--- src/rtl/sprite_state_writer.sv ---
// Sprite-state producer: once per frame, in the vsync-low window, moves and animates the
// sprite, then writes x, y and frame index to RAM. Define SPRITE_WRAP_EN to wrap x/y instead of clamping.
module sprite_state_writer #(
  parameter int                          SYS_DATA_WIDTH = 18,
  parameter int                          SYS_ADDR_WIDTH = 16,
  parameter logic [SYS_ADDR_WIDTH-1:0]   BASE_ADDR      = 'h1000,
  parameter int                          DISPLAY_W      = 640,
  parameter int                          DISPLAY_H      = 480,
  parameter int                          GLYPH_W        = 17,
  parameter int                          GLYPH_H        = 32,
  parameter int                          STEP           = 2,
  parameter int                          NUM_FRAMES     = 3,
  parameter int                          ANIM_DIV       = 4,
  parameter int                          X_INIT         = 0,
  parameter int                          Y_INIT         = 448
) (
  input  logic                      clk,
  input  logic                      reset,
  input  logic                      vsync,
  input  logic                      btn_left,
  input  logic                      btn_right,
  input  logic                      btn_up,
  input  logic                      btn_down,
  input  logic                      sys_gnt,
  output logic                      sys_req,
  output logic                      sys_we,
  output logic [SYS_ADDR_WIDTH-1:0] sys_addr,
  output logic [SYS_DATA_WIDTH-1:0] sys_wdata,
  output logic                      busy,
  output logic                      overrun,
  output logic [2:0]                dbg_state
);
  // Handshake: in a WR_* state sys_req is held high and the word is written on every
  // cycle where sys_we (= sys_gnt) is high; address/data stay put until then.

  localparam int DW   = SYS_DATA_WIDTH;
  localparam int SW   = SYS_DATA_WIDTH + 1;
  localparam int XMAX = DISPLAY_W - GLYPH_W;
  localparam int YMAX = DISPLAY_H - GLYPH_H;
  localparam int MW   = (NUM_FRAMES > 1) ? $clog2(NUM_FRAMES) : 1;
  localparam int CW   = (ANIM_DIV > 1) ? $clog2(ANIM_DIV) : 1;
  localparam logic [MW-1:0] M_LAST    = MW'(NUM_FRAMES - 1);
  localparam logic [CW-1:0] ANIM_LAST = CW'(ANIM_DIV - 1);

  typedef enum logic [2:0] {IDLE, CALC, WR_X, WR_Y, WR_M} state_t;

  state_t          state, state_nx;
  logic [DW-1:0]   x, y, x_nx, y_nx;
  logic [MW-1:0]   m, m_nx;
  logic [CW-1:0]   anim_cnt, anim_nx;
  logic            vsync_d, fall, rise, abort, any_btn;

  // Signed arithmetic one bit wider than the word, so a step below zero is visible.
  function automatic logic [DW-1:0] move(input logic [DW-1:0] p, input logic dec,
                                         input logic inc, input int maxv);
    logic signed [SW-1:0] s;
    logic signed [SW-1:0] lim;
    s   = signed'({1'b0, p});
    lim = SW'(maxv);
    if (dec && !inc)      s = s - SW'(STEP);
    else if (inc && !dec) s = s + SW'(STEP);
`ifdef SPRITE_WRAP_EN
    if (s[SW-1])       s = lim;
    else if (s > lim)  s = '0;
`else
    if (s[SW-1])       s = '0;
    else if (s > lim)  s = lim;
`endif
    return s[DW-1:0];
  endfunction

  assign fall    = vsync_d & ~vsync;
  assign rise    = ~vsync_d & vsync;
  assign any_btn = btn_left | btn_right | btn_up | btn_down;

  always_comb begin
    state_nx = state;
    x_nx     = x;
    y_nx     = y;
    m_nx     = m;
    anim_nx  = anim_cnt;
    abort    = 1'b0;
    case (state)
      IDLE: if (fall) state_nx = CALC;
      CALC: begin
        x_nx = move(x, btn_left, btn_right, XMAX);
        y_nx = move(y, btn_up, btn_down, YMAX);
        if (!any_btn) begin
          m_nx    = '0;
          anim_nx = '0;
        end else if (anim_cnt == ANIM_LAST) begin
          anim_nx = '0;
          m_nx    = (m == M_LAST) ? '0 : m + 1'b1;
        end else begin
          anim_nx = anim_cnt + 1'b1;
        end
        state_nx = WR_X;
      end
      WR_X:    if (sys_gnt) state_nx = WR_Y;
      WR_Y:    if (sys_gnt) state_nx = WR_M;
      WR_M:    if (sys_gnt) state_nx = IDLE;
      default: state_nx = IDLE;
    endcase
    // A rising vsync ends the safe window; the burst is dropped, the new state is kept.
    if (rise && state != IDLE) begin
      state_nx = IDLE;
      abort    = 1'b1;
    end
  end

  assign sys_req   = (state == WR_X) || (state == WR_Y) || (state == WR_M);
  assign sys_we    = sys_req & sys_gnt;
  assign busy      = (state != IDLE);
  assign dbg_state = state;

  always_ff @(posedge clk) begin
    if (reset) begin
      state     <= IDLE;
      x         <= DW'(X_INIT);
      y         <= DW'(Y_INIT);
      m         <= '0;
      anim_cnt  <= '0;
      vsync_d   <= 1'b1;
      overrun   <= 1'b0;
      sys_addr  <= '0;
      sys_wdata <= '0;
    end else begin
      state    <= state_nx;
      x        <= x_nx;
      y        <= y_nx;
      m        <= m_nx;
      anim_cnt <= anim_nx;
      vsync_d  <= vsync;
      overrun  <= abort;
      case (state_nx)
        WR_X: begin
          sys_addr  <= BASE_ADDR;
          sys_wdata <= x_nx;
        end
        WR_Y: begin
          sys_addr  <= BASE_ADDR + SYS_ADDR_WIDTH'(1);
          sys_wdata <= y_nx;
        end
        WR_M: begin
          sys_addr  <= BASE_ADDR + SYS_ADDR_WIDTH'(2);
          sys_wdata <= {{(DW-MW){1'b0}}, m_nx};
        end
        default: ;
      endcase
    end
  end

endmodule

--- config.mk ---
export PLATFORM = sky130hd
export DESIGN_NAME = sprite_state_writer
export DESIGN_NICKNAME = d
export VERILOG_FILES = /design/src/rtl/sprite_state_writer.sv
export SDC_FILE = /design/constraint.sdc
export NUM_CORES = 1
export LEC_CHECK = 0
export ABC_CLOCK_PERIOD_IN_PS = 3400
export BUFFER_PORTS_ARGS = -buffer_cell sky130_fd_sc_hd__buf_2
export CAP_MARGIN = 10
export CORE_MARGIN = 10
export CORE_UTILIZATION = 59
export DETAILED_ROUTE_END_ITERATION = 7
export PLACE_DENSITY = 0.81
export SLEW_MARGIN = 20
export SYNTH_ARGS = -nofsm -noshare
export SYNTH_HDL_FRONTEND = slang
export SYNTH_SLANG_ARGS = --single-unit
--- constraint.sdc ---
create_clock -name clk -period 3.4 [get_ports clk]
set_input_delay 0 -clock clk [delete_from_list [all_inputs] [get_ports clk]]
set_output_delay 0 -clock clk [all_outputs]
set_load 0.005 [all_outputs]
# Yosys cells after proc, flatten, opt, wreduce, memory -nomap -nowiden

Index checks and enable logic that the tools add are counted.

Register bits: 79
Bits in latches: 0
Memory bits (writable): 0
ROM bits: 0
Output and inout bits: 41
Memories: 0

Add/subtract/negate cells: 6
Multiply operators: 0
Div/mod/pow operators: 0
Order comparisons: 2
Eq/ne operators: 9
Shifts and indexed selects: 0
Muxes and demuxes: 27
Bitwise operators: 8
Reduce and logical (&&, ||, !) cells: 14

Operators by type and width:

| cell                  | count |
|---|---|
| $mux 19               | 6 |
| $mux 18               | 6 |
| $pmux 18 s3           | 1 |
| $pmux 16 s3           | 1 |
| $add 18x2->19 const B | 2 |
| $sub 18x2->19 const B | 2 |
| $gt 19x10->1 const B  | 1 |
| $gt 19x11->1 const B  | 1 |
| $mux 3                | 5 |
| $pmux 3 s5            | 1 |
| $eq 3x2->1 const B    | 4 |
| $mux 2                | 6 |
| $eq 3x3->1 const B    | 2 |
| $reduce_bool 3->1     | 2 |
| $logic_and 1x1->1     | 5 |
| $add 2x1->2 const B   | 2 |
| $eq 2x2->1 const B    | 2 |
| $logic_not 1->1       | 4 |
| $and 1x1->1           | 3 |
| $eq 3x1->1 const B    | 1 |
| $logic_not 3->1       | 1 |
| $or 1x1->1            | 3 |
| $logic_or 1x1->1      | 2 |
| $not 1->1             | 2 |
| $mux 1                | 1 |

# Longest topological paths before layout

Word-level depth: 10
Depth in mapped cells: 12
Depth with buffers taken out: 10

# Worst setup path after synthesis

OpenSTA, ideal clock, no wires.

Path kind: reg-to-reg
From: reg x[7]
To: reg sys_wdata[8]
Setup time: 0.088 ns
Arrival: 2.963 ns
Slack: 0.349 ns
Cell stages (with the launch flop): 12
Buffers on the path: 3
Clock period less this slack: 3.051 ns
Cells stage by stage: dfxtp_1 > clkbuf_1 > nand4_1 > or3_1 > or3_1 > buf_2 > o32ai_1 > o31ai_1 > or4_1 > buf_2 > or4_4 > a311oi_2

Longest elaborated chain between the ends: 9
Elaborated cells on any way between the ends: 10
Classes of those cells: add/sub (2); order compare (1); mux (7)

RTL lines:

| item                   | line | RTL |
|---|---|---|
| from (decl)            | 48   | `logic [DW-1:0] x, y, x_nx, y_nx;` |
| from (signal assigned) | 119  | `x <= DW'(X_INIT);` |
| from (signal assigned) | 129  | `x <= x_nx;` |
| $add 18x2->19          | 61   | `else if (inc && !dec) s = s + SW'(STEP);` |
| $mux 19                | 61   |  |
| $mux 19 (*)            | 60   | `if (dec && !inc) s = s - SW'(STEP);` |
| $mux 19 (*)            | 83   | `case (state)` |
| $gt 19x11->1           | 67   | `else if (s > lim) s = lim;` |
| $mux 18                | 67   |  |
| $mux 18 (*)            | 66   | `if (s[SW-1]) s = '0;` |
| $mux 18 (*)            | 83   |  |
| $pmux 18 s3 (*)        | 135  | `case (state_nx)` |
| to (signal assigned)   | 138  | `sys_wdata <= x_nx;` |
| to (signal assigned)   | 142  | `sys_wdata <= y_nx;` |
| to (signal assigned)   | 146  | `sys_wdata <= {{(DW-MW){1'b0}}, m_nx};` |
| to (decl)              | 28   | `output logic [SYS_DATA_WIDTH-1:0] sys_wdata,` |

Every way passes the cells marked *; elsewhere a longest branch is shown, timed or not. The select of a mux whose other input is x is not followed.
A chain may end at the register's enable or synchronous reset.

# Worst setup path after layout

From: reg x[4]
To: reg sys_wdata[4]

Longest elaborated chain between the ends: 9
Elaborated cells on any way between the ends: 10
Classes of those cells: add/sub (2); order compare (1); mux (7)

RTL lines:

| item            | line |
|---|---|
| $add 18x2->19   | 61 |
| $mux 19         | 61 |
| $mux 19         | 60 |
| $mux 19         | 83 |
| $gt 19x11->1    | 67 |
| $mux 18         | 67 |
| $mux 18         | 66 |
| $mux 18 (*)     | 83 |
| $pmux 18 s3 (*) | 135 |

Marked as above.

==> metrics.txt <==
# TYPE chip_impl_metric gauge
chip_impl_info{name="status",value="finished clean"} 1
chip_impl_metric{name="cts_num_sinks",unit=""} 66
chip_impl_info{name="synthDominantAreaCellType",value="sky130_fd_sc_hd__dfxtp_1"} 1
chip_impl_metric{name="port_buffers",unit=""} 35
chip_impl_metric{name="top_area_cell_type_share_of_the_netlist_area",unit="%"} 31.52
chip_impl_metric{name="die_x",unit="um"} 104.3
chip_impl_metric{name="slew_of_the_pin_with_the_lowest_slew_margin",unit="ns"} 0.7595
chip_impl_metric{name="yosysWarnings",unit=""} 0
chip_impl_metric{name="cts.repair_timing.setup_buffer_count",unit=""} 0
chip_impl_metric{name="swShare",unit="%"} 31.52
chip_impl_metric{name="crit_fanout",unit=""} 10
chip_impl_metric{name="yosys_reg_bits",unit=""} 66
chip_impl_info{name="tritoncts",value="built"} 1
chip_impl_metric{name="cts_max_path_buffers",unit=""} 2
chip_impl_metric{name="tritoncts.num_buffers",unit=""} 9
chip_impl_metric{name="pre_cts_ws",unit="ns"} 0.08755
chip_impl_metric{name="coreArea",unit="um^2"} 6832
chip_impl_metric{name="groute.usage.overall",unit="%"} 20.19
chip_impl_metric{name="largest_net_degree_at_the_start_of_global_routing",unit=""} 39
chip_impl_info{name="synthFlopType",value="sky130_fd_sc_hd__dfxtp_1"} 1
chip_impl_metric{name="drv.max_cap_violation_count",unit=""} 0
chip_impl_metric{name="syn-instance-count",unit=""} 551
chip_impl_metric{name="global_route_wire_length_before_repair",unit="mm"} 18.91
chip_impl_metric{name="gp_routability_congestion",unit=""} 0.9437
chip_impl_metric{name="netlist_area",unit="um^2"} 4192
chip_impl_metric{name="die_y",unit="um"} 104.3
chip_impl_metric{name="worst_slack",unit="ns"} 0.1813
chip_impl_metric{name="cts_htree_levels",unit=""} 3
chip_impl_metric{name="num_rows",unit=""} 30
chip_impl_metric{name="power.net_switching",unit="uW"} 594.8
chip_impl_metric{name="fin_skew",unit="ns"} 0.008148
chip_impl_metric{name="synth_edf_count",unit=""} 0
chip_impl_info{name="ys_top_cells_by_area",value="sky130_fd_sc_hd__dfxtp_1, sky130_fd_sc_hd__nor2_1, sky130_fd_sc_hd__nand2_1"} 1
chip_impl_metric{name="floorplan.initialDensity",unit="%"} 61.36
chip_impl_info{name="cp_launch_type",value="flip-flop"} 1
chip_impl_metric{name="post-route-min-period",unit="ns"} 3.219
chip_impl_metric{name="first_global_vias",unit=""} 3901
chip_impl_metric{name="seq_power_share",unit="%"} 45.9
chip_impl_metric{name="power.leakage",unit="nW"} 1.708
chip_impl_metric{name="clkPwrFrac",unit="%"} 30.2
chip_impl_metric{name="setup_viol_count_final",unit=""} 0
chip_impl_metric{name="achievable-frequency",unit="GHz"} 0.3107
chip_impl_metric{name="worst_ep_required",unit="ns"} 3.66
chip_impl_info{name="min_path_type",value="input pin to flip-flop"} 1
chip_impl_metric{name="worst_ir_drop_vdd",unit="mV"} 0.3008
chip_impl_metric{name="flow.area_growth_from_synthesis",unit="%"} 8.478
chip_impl_metric{name="drive_above_1_share",unit="%"} 14.44
chip_impl_metric{name="fin_setup_tns",unit="ns"} 0
chip_impl_metric{name="detail_route.vias_per_cell",unit=""} 6.447
chip_impl_info{name="yosys-top-cells-count",value="sky130_fd_sc_hd__dfxtp_1, sky130_fd_sc_hd__nor2_1, sky130_fd_sc_hd__nand2_1, sky130_fd_sc_hd__clkbuf_1, sky130_fd_sc_hd__nor3_1"} 1
chip_impl_metric{name="worstPathArrival",unit="ns"} 3.48
chip_impl_metric{name="comb_power_share",unit="%"} 23.9
chip_impl_metric{name="inserted_diodes",unit=""} 0
chip_impl_metric{name="drc",unit=""} 0
chip_impl_metric{name="routedWlPerCell",unit="um"} 17.49
chip_impl_metric{name="timing.max_slew.rel_slack",unit="%"} 49.37
chip_impl_metric{name="antenna_found_initial",unit=""} 0
chip_impl_metric{name="synthDistinctLibCells",unit=""} 67
chip_impl_metric{name="io_pins",unit=""} 49
chip_impl_metric{name="clk-insertion-delay-late",unit="ns"} 0.34
chip_impl_metric{name="drt_antenna_net_count",unit=""} 0
chip_impl_metric{name="die_area",unit="um^2"} 10880
chip_impl_metric{name="finalHoldViolations",unit=""} 0
chip_impl_metric{name="post_synthesis_async_set_or_reset_flop_share",unit="%"} 0
chip_impl_info{name="ctsRootBufferMaster",value="sky130_fd_sc_hd__clkbuf_8"} 1
chip_impl_info{name="post-synth-top-count-cell",value="sky130_fd_sc_hd__dfxtp_1"} 1
chip_impl_metric{name="final_max_tran_viols",unit=""} 0
chip_impl_metric{name="dpl.hpwl",unit="mm"} 8.412
chip_impl_metric{name="syn_area_per_cell",unit="um^2"} 7.607
chip_impl_metric{name="dpl-instance-area",unit="um^2"} 4362
chip_impl_metric{name="detail_route.wirelength",unit="mm"} 11.61
chip_impl_metric{name="p_per_area",unit="nW/um^2"} 415.0
chip_impl_metric{name="layout.cell_area.non_filler",unit="um^2"} 4547
chip_impl_metric{name="yosysSeqAreaShare",unit="%"} 31.52
chip_impl_metric{name="finalNetCount",unit=""} 579
chip_impl_info{name="endpoint_kind",value="flip-flop"} 1
chip_impl_info{name="setup_repair_after_global_routing_missed_its_margin",value="false"} 1
chip_impl_metric{name="drt-initial-drc-count",unit=""} 361
chip_impl_metric{name="clk_pin_slew_worst_paths",unit="ns"} 0.07
chip_impl_info{name="worstSetupPathType",value="flip-flop to flip-flop"} 1
chip_impl_metric{name="dr_total_vias",unit=""} 4281
chip_impl_metric{name="first_pass_iters",unit=""} 8
chip_impl_metric{name="final.period_utilization",unit="%"} 94.67
chip_impl_metric{name="grt.overflow.total",unit=""} 0
chip_impl_metric{name="power.internal",unit="mW"} 1.292
[worst paths after layout]
| check | slack (ns) | from | cells after the start | endpoint |
|---|---|---|---|---|
| min reg2reg | 0.46 | sys_addr[12] | 2 | sys_addr[12] |
| min | 0.04 | sys_gnt | 4 | dbg_state[1] |
| max reg2reg | 0.18 | x[4] | 8 | sys_wdata[4] |
| max | 0.18 | x[4] | 8 | sys_wdata[4] |
[layer usage]
| metal | wire length (um) | vias up | global-route usage [%] | part of all wire, % |
|---|---|---|---|---|
| met5 | 0 | - | 0 | 0 |
| met4 | 189 | 0 | 5.567 | 1.6 |
| met3 | 979 | 31 | 4.523 | 8.4 |
| met2 | 5572 | 216 | 33.30 | 48 |
| met1 | 4870 | 2011 | 25.64 | 42 |
| li1 | - | 2023 | - | - |
[worst max-delay path, cell delays in order, from the launching register on]
cell and delay, ns:
sky130_fd_sc_hd__dfxtp_1 0.45, sky130_fd_sc_hd__nand4b_2 0.19, sky130_fd_sc_hd__or3_1 0.44, sky130_fd_sc_hd__or3_1 0.40, sky130_fd_sc_hd__o32ai_1 0.32, sky130_fd_sc_hd__o31ai_1 0.13, sky130_fd_sc_hd__or4_4 0.50, sky130_fd_sc_hd__or4_4 0.52
sky130_fd_sc_hd__a211oi_2 0.19
[repair_timing]
action                                  4_1_cts  5_1_grt
hold buffers                                  1        0
endpoints found under the hold margin         1        0
gates resized for setup                       0        3
endpoints found under the setup margin        0        6
[power groups by stage]
| stage | Combinational [mW] | Clock [mW] | Sequential, mW |
|---|---|---|---|
| after global placement | 0.422 | 0 | 0.879 |
| after CTS | 0.436 | 0.573 | 0.864 |
| after global routing | 0.496 | 0.604 | 0.871 |
| final | 0.451 | 0.570 | 0.866 |
| after detailed placement | 0.435 | 0 | 0.881 |
| after floorplan | 0.329 | 0 | 0.866 |
[logic make-up after synthesis]
kind of cell,synth area share [%]
compound gates,20.93
xor+xnor,3.552
fa+ha+maj,1.493
buf+inv,7.403
flops,31.52
mux,1.224
other cells,0.08947
simple gates,33.79
[cell type report]
type                       instances  area (um^2)
tap                               96        120.1
timing repair buffer              48        275.3
clock buffer                      13        158.9
fill                             635         2285
sequential                        66         1321
multi-input combinational        429         2626
inverter                          12        45.04
[through the flow]
stage          hold slack (ns)  total power [mW]  std cells  utilization (%)
3_3_place_gp            0.2296             1.301        650            63.85
4_1_cts                0.03402             1.873        664            66.32
5_1_grt                0.06866             1.970        664            66.56
3_5_place_dp            0.2497             1.316        650            63.85
2_1_floorplan           0.1066             1.195        563                -
6_report               0.04369             1.887        664            66.56
[placed cells by master (no fill, tap or decap), types with 5 or more instances in the layout]
master | Yosys | routed
sky130_fd_sc_hd__a21oi_1 | 20 | 20
sky130_fd_sc_hd__a221oi_1 | 11 | 11
sky130_fd_sc_hd__a22oi_1 | 6 | 6
sky130_fd_sc_hd__a31oi_1 | 10 | 10
sky130_fd_sc_hd__and2_1 | 19 | 19
sky130_fd_sc_hd__and3_1 | 10 | 10
sky130_fd_sc_hd__buf_2 | 2 | 35
sky130_fd_sc_hd__buf_4 | 14 | 12
sky130_fd_sc_hd__clkbuf_8 | 0 | 11
sky130_fd_sc_hd__conb_1 | 1 | 13
sky130_fd_sc_hd__dfxtp_1 | 66 | 66
sky130_fd_sc_hd__ha_1 | 5 | 5
sky130_fd_sc_hd__inv_1 | 12 | 12
sky130_fd_sc_hd__nand2_1 | 47 | 47
sky130_fd_sc_hd__nand2b_1 | 8 | 8
sky130_fd_sc_hd__nand3_1 | 20 | 20
sky130_fd_sc_hd__nand4_1 | 6 | 6
sky130_fd_sc_hd__nor2_1 | 59 | 59
sky130_fd_sc_hd__nor2b_1 | 5 | 5
sky130_fd_sc_hd__nor3_1 | 30 | 30
sky130_fd_sc_hd__nor3b_1 | 6 | 5
sky130_fd_sc_hd__nor4_1 | 17 | 17
sky130_fd_sc_hd__o21ai_0 | 24 | 24
sky130_fd_sc_hd__or2_2 | 5 | 5
sky130_fd_sc_hd__or3_1 | 9 | 9
sky130_fd_sc_hd__xnor2_1 | 11 | 11
sky130_fd_sc_hd__xor2_1 | 6 | 6
[registers in the layout, indices dropped and copies added, names as in the netlist]
register and flops:
sys_wdata 18, x 18, y 18, dbg_state 3, sys_addr 3, anim_cnt 2, m 2, overrun 1
vsync_d 1
Power figures use the tool's default switching activity.
